<file path="src/rtl/riffa_ahir_pkg.sv">
// Shared types and constant helpers for the AHIR <-> RIFFA bridge blocks.
package riffa_ahir_pkg;

  typedef enum logic [1:0] {IDLE, STREAM, PAD} framer_state_t;

  localparam int WORD_BITS        = 32;
  localparam int C_PCI_DATA_WIDTH = 32;
  localparam int NUM_WORDS        = C_PCI_DATA_WIDTH / WORD_BITS;

  function automatic int clog2(input int v);
    int r;
    r = 0;
    while ((1 << r) < v) r++;
    return r;
  endfunction

  // Counter width that never collapses to zero bits.
  function automatic int cnt_width(input int v);
    return (clog2(v) < 1) ? 1 : clog2(v);
  endfunction

  function automatic int num_words(input int width);
    return width / WORD_BITS;
  endfunction

endpackage

</file>
<file path="src/rtl/ahir_tx_fifo.sv">
// First-word-fall-through sync FIFO; head is valid whenever empty is low.
module ahir_tx_fifo #(
  parameter int W     = 32,
  parameter int DEPTH = 8
) (
  input  logic         clk,
  input  logic         rst_n,
  input  logic         push,
  input  logic [W-1:0] push_data,
  input  logic         pop,
  output logic [W-1:0] head,
  output logic         full,
  output logic         empty
);
  import riffa_ahir_pkg::*;

  localparam int AW = cnt_width(DEPTH);

  logic [W-1:0] mem [DEPTH];
  logic [AW-1:0] wr_ptr;
  logic [AW-1:0] rd_ptr;
  logic [AW:0]   count;
  logic          do_push;
  logic          do_pop;

  assign full    = (count == (AW+1)'(DEPTH));
  assign empty   = (count == '0);
  assign head    = mem[rd_ptr];
  // A push while full is refused even if a pop frees a slot in the same cycle.
  assign do_push = push && !full;
  assign do_pop  = pop && !empty;

  always_ff @(posedge clk) begin
    if (do_push) mem[wr_ptr] <= push_data;
  end

  always_ff @(posedge clk or negedge rst_n) begin
    if (!rst_n) begin
      wr_ptr <= '0;
      rd_ptr <= '0;
      count  <= '0;
    end else begin
      if (do_push) wr_ptr <= wr_ptr + 1'b1;
      if (do_pop)  rd_ptr <= rd_ptr + 1'b1;
      if (do_push && !do_pop)      count <= count + 1'b1;
      else if (!do_push && do_pop) count <= count - 1'b1;
    end
  end

endmodule

</file>
<file path="src/rtl/ahir_tx_framer.sv">
// Frames AHIR core result beats into fixed FRAME_BEATS frames, padding stalled frames.
// Define AHIR_TX_FRAMER_FLUSH_EN to add a flush input that pads as soon as the FIFO drains.
module ahir_tx_framer #(
  parameter int          C_PCI_DATA_WIDTH = 32,
  parameter int          FRAME_BEATS      = 120,
  parameter int          FIFO_DEPTH       = 8,
  parameter int          TIMEOUT_CYCLES   = 1024,
  parameter logic [31:0] PAD_WORD         = 32'h0
) (
  input  logic                        CLK,
  input  logic                        RST_N,
  input  logic [C_PCI_DATA_WIDTH-1:0] core_pipe_write_data,
  input  logic                        core_pipe_write_req,
  output logic                        core_pipe_write_ack,
  output logic [C_PCI_DATA_WIDTH-1:0] out_data_pipe_read_data,
  output logic                        out_data_pipe_read_ack,
  input  logic                        out_data_pipe_read_req,
`ifdef AHIR_TX_FRAMER_FLUSH_EN
  input  logic                        flush,
`endif
  output logic                        frame_done,
  output logic                        pad_active
);
  import riffa_ahir_pkg::*;

  localparam int NW = num_words(C_PCI_DATA_WIDTH);
  localparam int BW = cnt_width(FRAME_BEATS);
  localparam int SW = cnt_width(TIMEOUT_CYCLES + 1);
  localparam logic [BW-1:0] LAST_BEAT  = BW'(FRAME_BEATS - 1);
  localparam logic [SW-1:0] STALL_LAST = SW'((TIMEOUT_CYCLES > 0) ? TIMEOUT_CYCLES - 1 : 0);
  localparam logic [C_PCI_DATA_WIDTH-1:0] PAD_BEAT = {NW{PAD_WORD}};

  framer_state_t state, state_nxt;
  logic [BW-1:0] beat_cnt, beat_nxt;
  logic [SW-1:0] stall_cnt, stall_nxt;
  logic [C_PCI_DATA_WIDTH-1:0] fifo_head;
  logic fifo_full, fifo_empty;
  logic xfer, last, flush_hit;

  ahir_tx_fifo #(.W(C_PCI_DATA_WIDTH), .DEPTH(FIFO_DEPTH)) u_fifo (
    .clk       (CLK),
    .rst_n     (RST_N),
    .push      (core_pipe_write_req),
    .push_data (core_pipe_write_data),
    .pop       (xfer && (state != PAD)),
    .head      (fifo_head),
    .full      (fifo_full),
    .empty     (fifo_empty)
  );

  assign core_pipe_write_ack    = !fifo_full;
  assign out_data_pipe_read_ack = (state == PAD) || !fifo_empty;
  // Gate the head so the bus reads zero rather than stale storage when nothing is offered.
  assign out_data_pipe_read_data = (state == PAD) ? PAD_BEAT :
                                   (fifo_empty ? '0 : fifo_head);
  assign pad_active = (state == PAD);
  assign xfer       = out_data_pipe_read_ack && out_data_pipe_read_req;
  assign last       = (beat_cnt == LAST_BEAT);

`ifdef AHIR_TX_FRAMER_FLUSH_EN
  logic flush_pend;
  assign flush_hit = flush || flush_pend;

  always_ff @(posedge CLK or negedge RST_N) begin
    if (!RST_N) flush_pend <= 1'b0;
    else        flush_pend <= (state_nxt == STREAM) && (flush_pend || (state == STREAM && flush));
  end
`else
  assign flush_hit = 1'b0;
`endif

  always_comb begin
    state_nxt  = state;
    beat_nxt   = beat_cnt;
    stall_nxt  = stall_cnt;
    frame_done = 1'b0;
    case (state)
      IDLE: begin
        stall_nxt = '0;
        if (xfer && !last) state_nxt = STREAM;
      end
      STREAM: begin
        if (xfer) begin
          stall_nxt = '0;
        end else if (fifo_empty) begin
          if (flush_hit || (TIMEOUT_CYCLES != 0 && stall_cnt == STALL_LAST)) begin
            state_nxt = PAD;
            stall_nxt = '0;
          end else if (TIMEOUT_CYCLES != 0) begin
            stall_nxt = stall_cnt + 1'b1;
          end
        end
      end
      PAD:     stall_nxt = '0;
      default: state_nxt = IDLE;
    endcase
    // Beat counting is identical in every state; the last beat always closes the frame.
    if (xfer) begin
      if (last) begin
        frame_done = 1'b1;
        beat_nxt   = '0;
        state_nxt  = IDLE;
      end else begin
        beat_nxt = beat_cnt + 1'b1;
      end
    end
  end

  always_ff @(posedge CLK or negedge RST_N) begin
    if (!RST_N) begin
      state     <= IDLE;
      beat_cnt  <= '0;
      stall_cnt <= '0;
    end else begin
      state     <= state_nxt;
      beat_cnt  <= beat_nxt;
      stall_cnt <= stall_nxt;
    end
  end

endmodule

</file>
<file path="config.mk">
export PLATFORM = sky130hd
export DESIGN_NAME = ahir_tx_framer
export DESIGN_NICKNAME = d
export VERILOG_FILES = /design/src/rtl/riffa_ahir_pkg.sv /design/src/rtl/ahir_tx_fifo.sv /design/src/rtl/ahir_tx_framer.sv
export SDC_FILE = /design/constraint.sdc
export NUM_CORES = 1
export LEC_CHECK = 0
export CORE_MARGIN = 4
export CORE_UTILIZATION = 53
export CTS_CLUSTER_SIZE = 8
export DETAILED_ROUTE_END_ITERATION = 8
export PLACE_DENSITY = 0.75
export SYNTH_ARGS = -nofsm -noshare
export SYNTH_HDL_FRONTEND = slang
export SYNTH_SLANG_ARGS = --single-unit
</file>
<file path="constraint.sdc">
create_clock -name CLK -period 3.45 [get_ports CLK]
set_input_delay 0.5175 -clock CLK [delete_from_list [all_inputs] [get_ports CLK]]
set_output_delay 0.5175 -clock CLK [all_outputs]
set_load 0.05 [all_outputs]
</file>
==> results of run 1 <==
==> layer usage <==
layer,vias up,track usage,part of all wire
met5,-,0,0
met4,0,0.0660,0.022
met3,44,0.0359,0.044
met2,180,0.338,0.53
met1,3053,0.255,0.41
li1,2589,-,-
==> report_power, final <==
part | switching (mW) | internal (mW)
clock | 1.32 | 2.17
combinational | 2.87 | 1.88
sequential | 0.453 | 4.38
total | 4.64 | 8.42
==> flip-flops by register name, summed over array words and instances, names as in the netlist <==
name	cells
beat_cnt	7
stall_cnt	11
state	2
u_fifo.count	4
u_fifo.mem	256
u_fifo.rd_ptr	3
u_fifo.wr_ptr	3
==> placed cells by master, fill, tap and decap left out, types with 4 or more instances in the layout <==
master / count
edfxtp_1: 256
mux4_2: 64
buf_4: 53
nor2_1: 43
clkbuf_16: 42
clkdlybuf4s50_1: 39
mux2i_1: 34
dfrtp_1: 27
nand2_1: 22
o21ai_0: 10
xnor2_1: 8
ha_1: 7
clkbuf_1: 7
nor2_4: 6
nand3_1: 6
nand2b_1: 5
nor3_1: 5
a21oi_1: 5
inv_1: 4
nor2b_1: 4
mux2_2: 4
buf_12: 4
==> worst paths after layout <==
path                            cells after the start                        start  slack, ns                          end
worst max-delay path                                4      beat_cnt[0]$_DFFE_PN0P_       0.32                   frame_done
min in group CLK                                    1      beat_cnt[6]$_DFFE_PN0P_       0.49      beat_cnt[6]$_DFFE_PN0P_
worst max register to register                      9  u_fifo.count[2]$_DFFE_PN0P_       0.55  u_fifo.count[3]$_DFFE_PN0P_
worst min-delay path                                1                        RST_N       0.41  u_fifo.count[2]$_DFFE_PN0P_
worst min register to register                      1      beat_cnt[6]$_DFFE_PN0P_       0.49      beat_cnt[6]$_DFFE_PN0P_
max in group asynchronous                           2                        RST_N       2.37      beat_cnt[1]$_DFFE_PN0P_
==> logic make-up (layout without fill, tap and decap cells) <==
family,count (synthesis),count (layout),share of synthesized area
AND/OR/NAND/NOR,114,114,0.0499
multiplexers,103,103,0.161
adder cells (fa/ha/maj),8,8,0.00939
AO/OA/AOI/OAI,36,36,0.0243
XOR/XNOR,10,10,0.00764
flip-flops,286,286,0.736
buffers and inverters,30,151,0.0119
==> worst max-delay path, delay by kind of cell, from the launching register on <==
kind                       cells  cell delay (ns)
AOI/OAI and AO/OA              1             0.40
buffers and inverters          1             0.86
DFF                            1             0.39
adders and majority gates      1             0.23
and+or+nand+nor                1             0.23
==> per-stage QoR <==
step | std cells | util | power, mW | setup WS [ns]
6_report | 983 | 0.650 | 13.1 | 0.318
2_1_floorplan | 587 | - | 8.14 | 0.410
5_1_grt | 983 | 0.650 | 13.7 | 0.199
3_3_place_gp | 932 | 0.597 | 9.54 | 0.620
4_1_cts | 983 | 0.650 | 13.2 | 0.296
3_5_place_dp | 932 | 0.597 | 9.67 | 0.567
==> cell type report <==
class / count / area (um2)
multi-input combinational: 271 / 2960
tap: 275 / 344
timing repair buffer: 96 / 868
sequential: 286 / 8440
fill: 1362 / 7410
clock inverter: 2 / 36.3
clock buffer: 49 / 1080
inverter: 4 / 15.0
==> flow_summary_export.csv, run 1 <==
group,metric,value,unit
synth,syn_nets,631,
routing,wire_per_inst,23.2,um
finish,final_nets,744,
synth,syn-instance-count,587,
clock_tree,tritoncts_num_sinks,286,
setup_path,crit_fanout,3,
floorplan,dieArea,24000,um2
sta,max_freq,319,MHz
synth,synth_top_cell_area_share,0.671,
sta,layout_min_cycle_time,3.13,ns
min_path,hp-class,"input pin to async pin",
synth,syn_avg_cell_area,19.5,um2
routing,ant_nets,0,
setup_path,critical_path_class,"flip-flop to primary output",
floorplan,io_pins,72,
power_and_ir_drop,p_per_area,951,nW/um2
grt,antenna_found_initial,0,
run,cap_violations,0,
synth,synth.most_common_cell,"edfxtp_1",
synth,yosys-top-cells-count,"edfxtp_1 (256), mux4_2 (64), nor2_1 (49), mux2i_1 (34), dfrtp_1 (30)",
synth,synth_edf_count,256,
setup_path,cp-start-kind,"flip-flop",
floorplan,row_count,53,
sta,hold_ws,0.409,ns
routing,drc,0,
synth,synth-warning-count,0,
setup_path,cp.required,2.93,ns
clock_tree,cts_tree,"done",
power_and_ir_drop,leakage,4.75,nW
setup_path,path_cells,"ha_1 > nand4_1 > a2111oi_4 > clkdlybuf4s50_1",
sta,tightest_slew,0.858,ns
clock_tree,cts.reportedPaths.clkPinSlew,0.05,ns
finish,area_growth,19.9,%
placed_design,io_buffer_count,71,
grt,grt_max_degree,27,
grt,overflow,0,
setup_path,cp_slowest_cell,"clkdlybuf4s50_1",
setup_path,critPathArrivalTime,2.61,ns
sta,rsz0062_at_grt,"false",
floorplan,die_w,155,um
clock_tree,numCtsBuffers,41,
grt,grt_first_pass_wirelength,36300,um
synth,synth_seq_cells,286,
finish,fin_area,13700,um2
synth,ys_seq_area_frac,0.736,
placed_design,dpl_cell_area,12600,um2
clock_tree,cts_setup_buffers,0,
clock_tree,cts.path.max_buffers,3,
setup_path,cpPeakStageDelay,0.86,ns
routing,viasPerCell,5.97,
clock_tree,ctsResizeCount,0,
finish,drive_gt1_frac,0.270,
synth,synth_top_cell_by_area,"edfxtp_1",
power_and_ir_drop,vdd_drop_max,731,uV
grt,grt_pass1_vias,6403,
synth,synth_area_leaders,"edfxtp_1 (67%), mux4_2 (13%), dfrtp_1 (6.5%)",
sta,max-slew-margin-rel,0.428,
floorplan,initial_core_util,0.542,
sta,finalHoldViolations,0,
grt,grt_usage,0.196,
synth,netlist_area,11500,um2
routing,vias,5866,
clock_tree,hold_buffers,0,
clock_tree,cts-root-buf,"clkbuf_16",
routing,drt_iter0_drc,413,
sta,skew,0.0151,ns
finish,diodes,0,
placed_design,place_congestion,0.810,
sta,drv_slew,0,
synth,ys.flop_type,"edfxtp_1",
floorplan,coreArea,21200,um2
floorplan,dieHeight,155,um
run_status,status,"complete, no violations",
sta,setup_violations,0,
synth,synth.distinct_cells,54,
setup_path,endpoint_kind,"primary output",
placed_design,post-dp-hpwl,13600,um
clock_tree,ctsHtreeMaxLevel,2,
sta,fin_tns_setup,0,ns
sta,fin_crit_sh,0.908,
routing,firstDrtPassIters,5,
clock_tree,clk_latency,0.51,ns
routing,drt_wl_total,22800,um
synth,async_reset_ff_frac,0.105,
No activity file was read; power rests on OpenSTA's default activity.
==> run 2, diff against run 1 <==
Settings changed: CTS_CLUSTER_DIAMETER from default to 100.
==> flow_summary_export.csv, run 2 (synthesized netlist as in run 1, its figures left out) <==
group,metric,value,unit
run_status,status,"complete, no violations",
sta,tightest_slew,0.856,ns
finish,fillers,1362,
clock_tree,ctsResizeCount,0,
clock_tree,ctsHtreeMaxLevel,2,
min_path,hp-class,"input pin to async pin",
finish,final_util,0.649,
sta,skew,0.0179,ns
placed_design,dp_cells,932,
placed_design,io_buffer_count,71,
routing,viasPerCell,5.93,
sta,setup_violations,0,
sta,max_freq,318,MHz
setup_path,cp.required,2.93,ns
sta,layout_min_cycle_time,3.14,ns
power_and_ir_drop,vdd_drop_max,901,uV
clock_tree,clk_latency,0.52,ns
routing,wl_met1,9400,um
routing,vias,5822,
grt,grt_usage,0.196,
floorplan,row_count,53,
power_and_ir_drop,internal_power,8.41,mW
placed_design,dpl_cell_area,12600,um2
floorplan,initial_core_util,0.542,
placed_design,post-dp-hpwl,13600,um
routing,wl_met2,11800,um
routing,route.top_layer_used,"met4",
finish,final_cell_mix,"edfxtp_1 (256), mux4_2 (64), buf_4 (53), nor2_1 (43), clkbuf_16 (42)",
sta,finalHoldViolations,0,
sta,fin_ws,0.307,ns
setup_path,endpoint_kind,"primary output",
floorplan,dieArea,24000,um2
routing,firstDrtPassIters,4,
power_and_ir_drop,leakage,4.75,nW
routing,ant_nets,0,
clock_tree,cts-root-buf,"clkbuf_16",
clock_tree,tritoncts_num_sinks,286,
floorplan,die_w,155,um
finish,max_flop_register,"u_fifo.mem",
clock_tree,cts.reportedPaths.clkPinSlew,0.05,ns
clock_tree,cts_setup_buffers,0,
finish,seq_area,8440,um2
floorplan,dieHeight,155,um
sta,drv_slew,0,
clock_tree,hold_buffers,0,
finish,drive_gt1_frac,0.270,
finish,final_nets,744,
sta,max-slew-margin-rel,0.430,
routing,wl_met3,1010,um
floorplan,coreArea,21200,um2
routing,wire_per_inst,23.0,um
placed_design,place_congestion,0.810,
grt,antenna_found_initial,0,
routing,drc,0,
clock_tree,cts_tree,"done",
power_and_ir_drop,clockPowerShare,0.266,
finish,final_cells,982,
clock_tree,cts.path.max_buffers,3,
sta,hold_ws,0.407,ns
setup_path,crit_fanout,3,
finish,multiInputGateArea,2960,um2
setup_path,critical_path_class,"flip-flop to primary output",
power_and_ir_drop,power_frac_seq,0.370,
grt,grt_first_pass_wirelength,36400,um
power_and_ir_drop,p_sw_frac,0.355,
grt,grt_max_degree,27,
sta,rsz0062_at_grt,"false",
finish,area_growth,19.8,%
finish,layout_commonest_cell,"edfxtp_1",
placed_design,place_ws,0.567,ns
power_and_ir_drop,p_per_area,950,nW/um2
floorplan,io_pins,72,
finish,largest_register_ffs,256,
run,cap_violations,0,
setup_path,critPathArrivalTime,2.63,ns
power_and_ir_drop,power.total,13.0,mW
grt,grt_pass1_vias,6369,
power_and_ir_drop,power.switching,4.63,mW
sta,fin_crit_sh,0.911,
power_and_ir_drop,pwr-share-comb,0.364,
clock_tree,numCtsBuffers,41,
finish,reg.largest.list,"u_fifo.mem: 256 flops, stall_cnt: 11 flops, beat_cnt: 7 flops",
finish,fin_area,13700,um2
routing,drt_wl_total,22600,um
grt,overflow,0,
setup_path,cp-start-kind,"flip-flop",
routing,drt_iter0_drc,493,
finish,diodes,0,
sta,fin_tns_setup,0,ns
## run 2: worst max-delay path, stage by stage (launching register included)
cell,delay [ns]
dfrtp_1,0.39
ha_1,0.23
nand4_1,0.23
a2111oi_4,0.40
clkdlybuf4s50_1,0.86
## run 2: layer usage
layer  up-vias  global-route usage
met2       165               0.333
li1       2583                   -
met5         -                   0
met4         0              0.0610
met1      3039               0.261
met3        35              0.0367
## run 2: final timing paths
path,startpoint,cells after the start,endpoint,slack (ns)
min,RST_N,1,u_fifo.count[2]$_DFFE_PN0P_,0.41
max in group asynchronous,RST_N,2,beat_cnt[1]$_DFFE_PN0P_,2.37
max,beat_cnt[0]$_DFFE_PN0P_,4,frame_done,0.31
min reg2reg,beat_cnt[6]$_DFFE_PN0P_,1,beat_cnt[6]$_DFFE_PN0P_,0.49
min in group CLK,beat_cnt[6]$_DFFE_PN0P_,1,beat_cnt[6]$_DFFE_PN0P_,0.49
max reg2reg,u_fifo.count[2]$_DFFE_PN0P_,9,u_fifo.count[3]$_DFFE_PN0P_,0.55
## run 2: layout make-up
| cell class | count | share of cell area |
|---|---|---|
| sequential | 286 | 0.615 |
| inverter | 4 | 0.00109 |
| clock buffer | 47 | 0.0779 |
| clock inverter | 3 | 0.00291 |
| timing repair buffer | 96 | 0.0632 |
| tap | 275 | 0.0250 |
| multi-input combinational | 271 | 0.215 |
## run 2: power groups by stage
| stage | sequential (mW) | combinational, mW | clock (mW) |
|---|---|---|---|
| 3_3_place_gp | 4.82 | 4.71 | 0 |
| 4_1_cts | 4.83 | 4.82 | 3.53 |
| 2_1_floorplan | 4.61 | 3.53 | 0 |
| 5_1_grt | 4.88 | 5.04 | 3.72 |
| 3_5_place_dp | 4.88 | 4.79 | 0 |
| 6_report | 4.83 | 4.75 | 3.47 |
==> patch, RTL diff (settings of run 2) <==
`FIFO_DEPTH`: 8 -> 4.
--- a/src/rtl/ahir_tx_framer.sv
+++ b/src/rtl/ahir_tx_framer.sv
@@ -3,7 +3,7 @@
 module ahir_tx_framer #(
   parameter int          C_PCI_DATA_WIDTH = 32,
   parameter int          FRAME_BEATS      = 120,
-  parameter int          FIFO_DEPTH       = 8,
+  parameter int          FIFO_DEPTH       = 4,
   parameter int          TIMEOUT_CYCLES   = 1024,
   parameter logic [31:0] PAD_WORD         = 32'h0
 ) (
Function: same outputs for any inputs over 4 cycles, from zero or initial values and one cycle with RST_N low; that may be too few to reach the edited logic, so the function may still have changed.
==> patch against run 2 <==
  * Synthesized area down 44%
  * Setup slack improved by 0.34 ns
  * Via count shrank 41%
  * Die area is 42% lower
  * Cell area shrank 44%
  * Synthesized cell count down 39%
  * Routed wire length decreased by 48%
  * First-iteration DRC count shrank 53%
  * Power fell by 42%
  * Sequential share of layout area fell by 2.7 points
  * Sequential cell count decreased by 131
  * Clock skew is 0.012 ns lower
  * Highest routed layer unchanged
==> patch: results (changes against run 2) <==
critical_path:
  startpoint: "u_fifo.count[0]"  # was beat_cnt[0]
  cp_slowest_cell: "or3_1"  # was clkdlybuf4s50_1
  crit_fanout: 20  # was 3
  rr_startpoint: "state[0]"  # was u_fifo.count[2]
  cp_data_arrival_time_ns: 2.29  # was 2.63 ns
  reg2reg_slack_ns: 1.12  # was 0.55 ns
  crit_end: "out_data_pipe_read_data[29]"  # was frame_done
  ff2ff_path_depth: 10  # was 9
global_route:
  grt_max_degree: 34  # was 27
  grt_use_met3_pct: 5.72  # was 3.67%
  grt_use_total_pct: 18.2  # was 19.6%
  grt_pass1_vias: 3667  # was 6,369
  use_met1_pct: 23.2  # was 26.1%
timing:
  tightest_slew_ns: 0.863  # was 0.856 ns
  fin_hold_ws_ns: 0.354  # was 0.407 ns
  skew_ns: 0.00554  # was 0.0179 ns
synthesis:
  synth_nets: 402  # was 631
  synth-edff-count: 128  # was 256
  synthArstFlopShare_pct: 17.4  # was 10.5%
  synthTopCellsByCount: "edfxtp_1, and3_1, mux4_2, dfrtp_1, nand2_1"  # was edfxtp_1, mux4_2, nor2_1, mux2i_1, dfrtp_1
  synth-seq-area-share_pct: 70.9  # was 73.6%
  synth.distinct_cells: 47  # was 54
  synth_cells: 358  # was 587
  synth.area.top_cells: "edfxtp_1, mux4_2, dfrtp_1"  # unchanged
route:
  drtIter0Drc: 233  # was 493
  wl_met2_um: 5970  # was 11,800 um
  wl_per_cell_um: 19.9  # was 23.0 um
  wl_met1_um: 4880  # was 9400 um
  via_per_inst: 5.79  # was 5.93
  wl_met3_um: 669  # was 1010 um
cells_and_area:
  instances_no_fill: 591  # was 982
  reg_top3: "u_fifo.mem (128), stall_cnt (11), beat_cnt (7)"  # was u_fifo.mem (256), stall_cnt (11), beat_cnt (7)
  final_layout_size_suffix_gt1_share_pct: 24.8  # was 27.0%
place:
  post-dp-hpwl_um: 7470  # was 13,600 um
clocking:
  cts_max_level: 4  # was 2
  cts_made_buffers: 17  # was 41
  clock_latency_ns: 0.41  # was 0.52 ns
run_status:
  status: "finished clean"  # unchanged
power_and_ir_drop:
  p_int_uw: 4690  # was 8410 uW
  p_leak_uw: 0.00284  # was 0.00475 uW
  ir_drop_v: 0.000583  # was 0.000901 V
[patch: kinds of logic after synthesis]
family / Yosys count / synth area share (%)
compound gates: 32 / 3.63
xor+xnor: 7 / 0.961
fa+ha+maj: 8 / 1.69
buf+inv: 24 / 1.80
flops: 155 / 70.9
mux: 36 / 12.0
simple gates: 96 / 9.04
[patch: critical path, delay by kind of cell (launching register included)]
kind          cells  cell delay (ns)
simple gates      2             0.85
buf+inv           2             0.57
flops             1             0.45
[patch: cell type report]
cell class                      count  area, sq um
Clock buffer                       18          429
Clock inverter                     13          109
Fill cell                         828         3920
Inverter                            7         26.3
Multi-Input combinational cell    179         1750
Sequential cell                   155         4520
Tap cell                          143          179
Timing Repair Buffer               76          678
[patch: power groups by stage]
stage	Clock (uW)	Sequential, uW	Combinational, uW
floorplan	0	2620	2400
global placement	0	2780	3100
detailed placement	0	2800	3130
CTS	1740	2770	3140
global route	1830	2810	3280
finish	1710	2760	3090
